[config.mk]
export PLATFORM = sky130hd
export DESIGN_NAME = branch_resolve_unit
export DESIGN_NICKNAME = d
export VERILOG_FILES = /design/src/rtl/branch_resolve_unit.sv
export SDC_FILE = /design/constraint.sdc
export NUM_CORES = 1
export LEC_CHECK = 0
export ABC_AREA = 1
export CAP_MARGIN = 25
export CORE_MARGIN = 2
export CORE_UTILIZATION = 23
export DETAILED_ROUTE_END_ITERATION = 7
export GPL_TIMING_DRIVEN = 0
export PLACE_DENSITY = 0.51
export SETUP_SLACK_MARGIN = 0.1
export SYNTH_ARGS = -nofsm -noshare
export SYNTH_HDL_FRONTEND = slang
export SYNTH_SLANG_ARGS = --single-unit
[constraint.sdc]
create_clock -name clk -period 5.3 [get_ports clk]
set_clock_uncertainty 0.15 [all_clocks]
set_input_delay 0.795 -clock clk [delete_from_list [all_inputs] [get_ports clk]]
set_output_delay 0.795 -clock clk [all_outputs]
set_load 0.02 [all_outputs]
[src/rtl/branch_resolve_unit.sv]
// Branch/jump resolution unit: turns latched ALU flags into a taken decision,
// issues a one-cycle fetch redirect and sequences the front-end flush.
module branch_resolve_unit #(
    parameter int WIDTH        = 32,
    parameter int FLUSH_CYCLES = 2,
    parameter int CNT_WIDTH    = 16
) (
    input  logic                 clk,
    input  logic                 reset_n,
    input  logic                 in_valid,
    output logic                 in_ready,
    input  logic                 is_branch,
    input  logic                 is_jal,
    input  logic                 is_jalr,
    input  logic [2:0]           funct3,
    input  logic [3:0]           flags,
    input  logic [WIDTH-1:0]     pc,
    input  logic [WIDTH-1:0]     imm,
    input  logic [WIDTH-1:0]     alu_result,
    output logic                 resolved_valid,
    output logic                 resolved_taken,
    output logic                 redirect_valid,
    output logic [WIDTH-1:0]     redirect_pc,
    output logic                 flush,
    output logic                 illegal,
    output logic [CNT_WIDTH-1:0] taken_count,
    output logic [1:0]           state_dbg
);

    // Handshake: a request transfers on a rising edge where in_valid && in_ready;
    // in_ready is high only in IDLE and in_valid is ignored everywhere else.

    typedef enum logic [1:0] {
        IDLE    = 2'd0,
        RESOLVE = 2'd1,
        FLUSH   = 2'd2
    } state_t;

    localparam logic [3:0] FLUSH_LAST = 4'(FLUSH_CYCLES - 1);

    state_t state, state_next;

    logic [2:0]           funct3_q;
    logic [3:0]           flags_q;
    logic [WIDTH-1:0]     pc_q;
    logic [WIDTH-1:0]     imm_q;
    logic [WIDTH-1:0]     alu_q;
    logic                 branch_q;
    logic                 jal_q;
    logic                 jalr_q;
    logic [3:0]           flush_cnt;
    logic [WIDTH-1:0]     redirect_hold;
    logic [CNT_WIDTH-1:0] count_q;

    logic                 accept;
    logic                 cond_taken;
    logic                 bad_funct3;
    logic                 is_jump;
    logic                 take;
    logic                 illegal_cond;
    logic [WIDTH-1:0]     target;

    assign accept = (state == IDLE) && in_valid;

    // flags_q = {v, c, n, z}
    always_comb begin
        cond_taken = 1'b0;
        bad_funct3 = 1'b0;
        case (funct3_q)
            3'b000:  cond_taken = flags_q[0];
            3'b001:  cond_taken = ~flags_q[0];
            3'b100:  cond_taken = flags_q[1] ^ flags_q[3];
            3'b101:  cond_taken = ~(flags_q[1] ^ flags_q[3]);
            3'b110:  cond_taken = ~flags_q[2];
            3'b111:  cond_taken = flags_q[2];
            default: bad_funct3 = 1'b1;
        endcase
    end

    // jalr > jal > branch: a jump overrides any branch condition or funct3.
    assign is_jump      = jalr_q | jal_q;
    assign take         = is_jump | (branch_q & cond_taken);
    assign illegal_cond = ~is_jump & branch_q & bad_funct3;
    assign target       = jalr_q ? {alu_q[WIDTH-1:1], 1'b0} : pc_q + imm_q;

    always_comb begin
        state_next = state;
        case (state)
            IDLE:    if (in_valid) state_next = RESOLVE;
            RESOLVE: state_next = take ? FLUSH : IDLE;
            FLUSH:   if (flush_cnt == 4'd0) state_next = IDLE;
            default: state_next = IDLE;
        endcase
    end

    always_ff @(posedge clk or negedge reset_n) begin
        if (!reset_n) begin
            state <= IDLE;
        end else begin
            state <= state_next;
        end
    end

    always_ff @(posedge clk or negedge reset_n) begin
        if (!reset_n) begin
            funct3_q <= '0;
            flags_q  <= '0;
            pc_q     <= '0;
            imm_q    <= '0;
            alu_q    <= '0;
            branch_q <= 1'b0;
            jal_q    <= 1'b0;
            jalr_q   <= 1'b0;
        end else if (accept) begin
            funct3_q <= funct3;
            flags_q  <= flags;
            pc_q     <= pc;
            imm_q    <= imm;
            alu_q    <= alu_result;
            branch_q <= is_branch;
            jal_q    <= is_jal;
            jalr_q   <= is_jalr;
        end
    end

    // Loaded with FLUSH_CYCLES-1 so FLUSH lasts FLUSH_CYCLES cycles in total.
    always_ff @(posedge clk or negedge reset_n) begin
        if (!reset_n) begin
            flush_cnt <= '0;
        end else if (state == RESOLVE && take) begin
            flush_cnt <= FLUSH_LAST;
        end else if (state == FLUSH && flush_cnt != 4'd0) begin
            flush_cnt <= flush_cnt - 4'd1;
        end
    end

    always_ff @(posedge clk or negedge reset_n) begin
        if (!reset_n) begin
            redirect_hold <= '0;
            count_q       <= '0;
        end else if (state == RESOLVE && take) begin
            redirect_hold <= target;
            if (count_q != {CNT_WIDTH{1'b1}}) begin
                count_q <= count_q + 1'b1;
            end
        end
    end

    // Moore outputs decoded purely from state and latched request data.
    assign in_ready       = (state == IDLE);
    assign resolved_valid = (state == RESOLVE);
    assign resolved_taken = resolved_valid & take;
    assign redirect_valid = resolved_valid & take;
    assign illegal        = resolved_valid & illegal_cond;
    assign flush          = (state == FLUSH);
    assign redirect_pc    = redirect_valid ? target : redirect_hold;
    assign taken_count    = count_q;
    assign state_dbg      = state;

    a_redirect_is_taken: assert property (@(posedge clk) disable iff (!reset_n)
        redirect_valid |-> resolved_taken);
    a_no_ready_in_flush: assert property (@(posedge clk) disable iff (!reset_n)
        flush |-> !in_ready);
    a_illegal_not_taken: assert property (@(posedge clk) disable iff (!reset_n)
        illegal |-> !resolved_taken);

endmodule
==> results.md <==
- Fmax: 0.220 GHz
- Worst slew pin tran: 0.972 ns
- Post-route DRC: 0
- Post-synth EDFFs: 0
- CTS sink cnt: 159
- Post-layout util: 0.306
- RSZ-0062 raised after global routing: no
- Setup TNS: 0 ns
- Worst Path Arrival: 3.60 ns
- Ys flop type: dfrtp_1
- Synth Net Count: 1474
- Largest net degree at the start of global routing: 105
- First-pass GRT wire length: 47500 um
- Vias in the first global route: 8539
- I/O pin count: 165
- CTS Root Cell: clkbuf_16
- CTS tree: done
- Gates resized, CTS repair: 0
- Worst setup SP type: register
- Post-Synthesis Cells: 1330
- Sequential fraction of the synthesis area: 0.435
- Worst-Skew Late Latency: 0.43 ns
- Post-CTS setup buffer count: 0
- Final wirelength: 30100 um
- Hold-fix buffers at CTS: 0
- Share of layout cells above drive strength 1: 0.0354
- Nets: 1657
- Antenna-violating nets left: 0
- Total GRT Usage: 0.151
- Post-synthesis cell area: 9150 um^2
- Clk buf depth: 2
- Min cycle time layout: 4.54 ns
- H-tree Lvls: 4
- Core box area: 39500 um^2
- PD cells: 658 nW/um^2
- Final hold violation count: 0
- Hold slack final: 0.126 ns
- Final setup vio count: 0
- Highest-count cells in the layout ignoring fill and taps: nand2_1 (684), clkdlybuf4s50_1 (162), dfrtp_1 (159)
- Detailed-placement wirelength estimate: 23900 um
- CP Capture Type: output port
- Worst r2r dst: redirect_hold[13]
- Lkg Pwr: 6.37 nW
- Reg2reg path depth: 6
- Commonest non-fill, non-tap cell in the layout: nand2_1
- Status: finished clean
- Reg clk slew, reported paths: 0.07 ns
- Reg2reg setup slack: 2.53 ns
- Syn avg cell area: 6.88 um^2
- Crit Path Max Fanout: 10
- Worst min path class: primary input to asynchronous set/reset pin
- R2R Path Start: jalr_q
- Antenna violations before repair: 1
- Average wire per cell in the routed design: 14.7 um
- Worst Setup SP: jalr_q
- Final cycle utilization of the critical path: 0.857
- #FFs+latches synth: 159
- Horiz. Die Dim: 203 um
- DR vias/cell: 4.13
- GP Congestion: 0.845
- Gr ovfl total: 0
- Crit Path Category: register to output port
- Num CTS Buffers: 17
- Starting Density: 0.232
- Pre-Repair DR Iteration Count: 4
- Critical path data required time: 4.36 ns
- Final Slew Violations: 0
- Die Ht: 203 um
- Yosys Warn Count: 0
- Via Count: 8466
- Synth async-reset ratio: 1.00
- CP endpoint: redirect_pc[13]
- Yosys cell types: 32
- Layout Area Growth over Synthesis: 31.9%
- Slew HR: 0.352
- Max Cap Violations: 0
- Core Rows: 73
- Diodes inserted: 0
- Die area: 41400 um^2
- VDD IR max: 0.000297 V
- IO Port Bufs: 163
- Iter 0 DRT Violations: 424
## through the flow
step	worst slack, ns	instance area, um^2	instances	power (mW)
global placement	-3.61	11400	2018	6.69
finish	0.756	12100	2050	7.94
detailed placement	1.17	11500	2019	6.72
CTS	0.678	12100	2050	8.06
global route	0.525	12100	2050	8.73
floorplan	2.28	9150	1330	5.03
## flip-flops by register name, summed over array words and instances, names as in the netlist
register,flops
alu_q,31
branch_q,1
flags_q,4
flush_cnt,4
funct3_q,3
imm_q,32
jal_q,1
jalr_q,1
pc_q,32
redirect_hold,32
state_dbg,2
taken_count,16
## cell type report
type                       instances  area (um^2)
clock inverter                    12          159
multi-input combinational        989         4460
tap                              525          657
timing repair buffer             164         1660
sequential                       159         3980
fill                            4363        27400
buffer                            41          176
clock buffer                      19          443
inverter                         141          529
## logic make-up (layout without fill, tap and decap cells)
group	count (synthesis)	in the layout	synth area share
buffers and inverters	182	377	0.0771
AO/OA/AOI/OAI	49	49	0.0312
XOR/XNOR	26	26	0.0249
AND/OR/NAND/NOR	878	878	0.382
flip-flops	159	159	0.435
adder cells (fa/ha/maj)	35	35	0.0487
multiplexers	1	1	0.00109
## worst max-delay path, stage by stage (launching register included)
cell and delay, ns:
dfrtp_1 0.36, clkbuf_1 0.29, inv_1 0.15, clkbuf_1 0.44, buf_1 0.48, o21ai_0 0.15
o21ai_0 0.56, clkdlybuf4s50_1 0.73
## where the power goes
part,switching [mW],internal (mW),leakage (nW)
logic,2.90,1.64,4.09
clock network,0.544,0.756,0.290
registers,0.325,1.77,1.99
## how the worst min path moves through the flow
stage                         from  endpoint  slack (ns)  depth (start not counted)
after global routing       reset_n   pc_q[3]        0.14                          1
after global placement    alu_q[1]  alu_q[1]        0.31                          2
after CTS                  reset_n   pc_q[7]        0.13                          1
after floorplan           alu_q[1]  alu_q[1]        0.29                          2
final                      reset_n   pc_q[3]        0.13                          1
after detailed placement  alu_q[1]  alu_q[1]        0.31                          2
## cells in the mapped netlist (all sizes together), types with 10 or more instances
library cell  count  area [um^2]
clkbuf           28          105
xnor2            16          140
o21ai            13         65.1
dfrtp           159         3980
nand2           685         2580
nor3             11         66.3
xor2             10         87.6
inv             141          529
buf              13         71.3
a21oi            24          131
nor2             92          353
ha               34          425
nand3            74          393
## per-layer routing
layer / vias to the layer above / GRT usage / part of all wire
li1: 4417 / - / -
met1: 3834 / 0.201 / 0.48
met2: 184 / 0.247 / 0.46
met3: 29 / 0.0278 / 0.042
met4: 2 / 0.0498 / 0.024
met5: - / 0 / 0.00037
No activity file was read; power rests on OpenSTA's default activity.
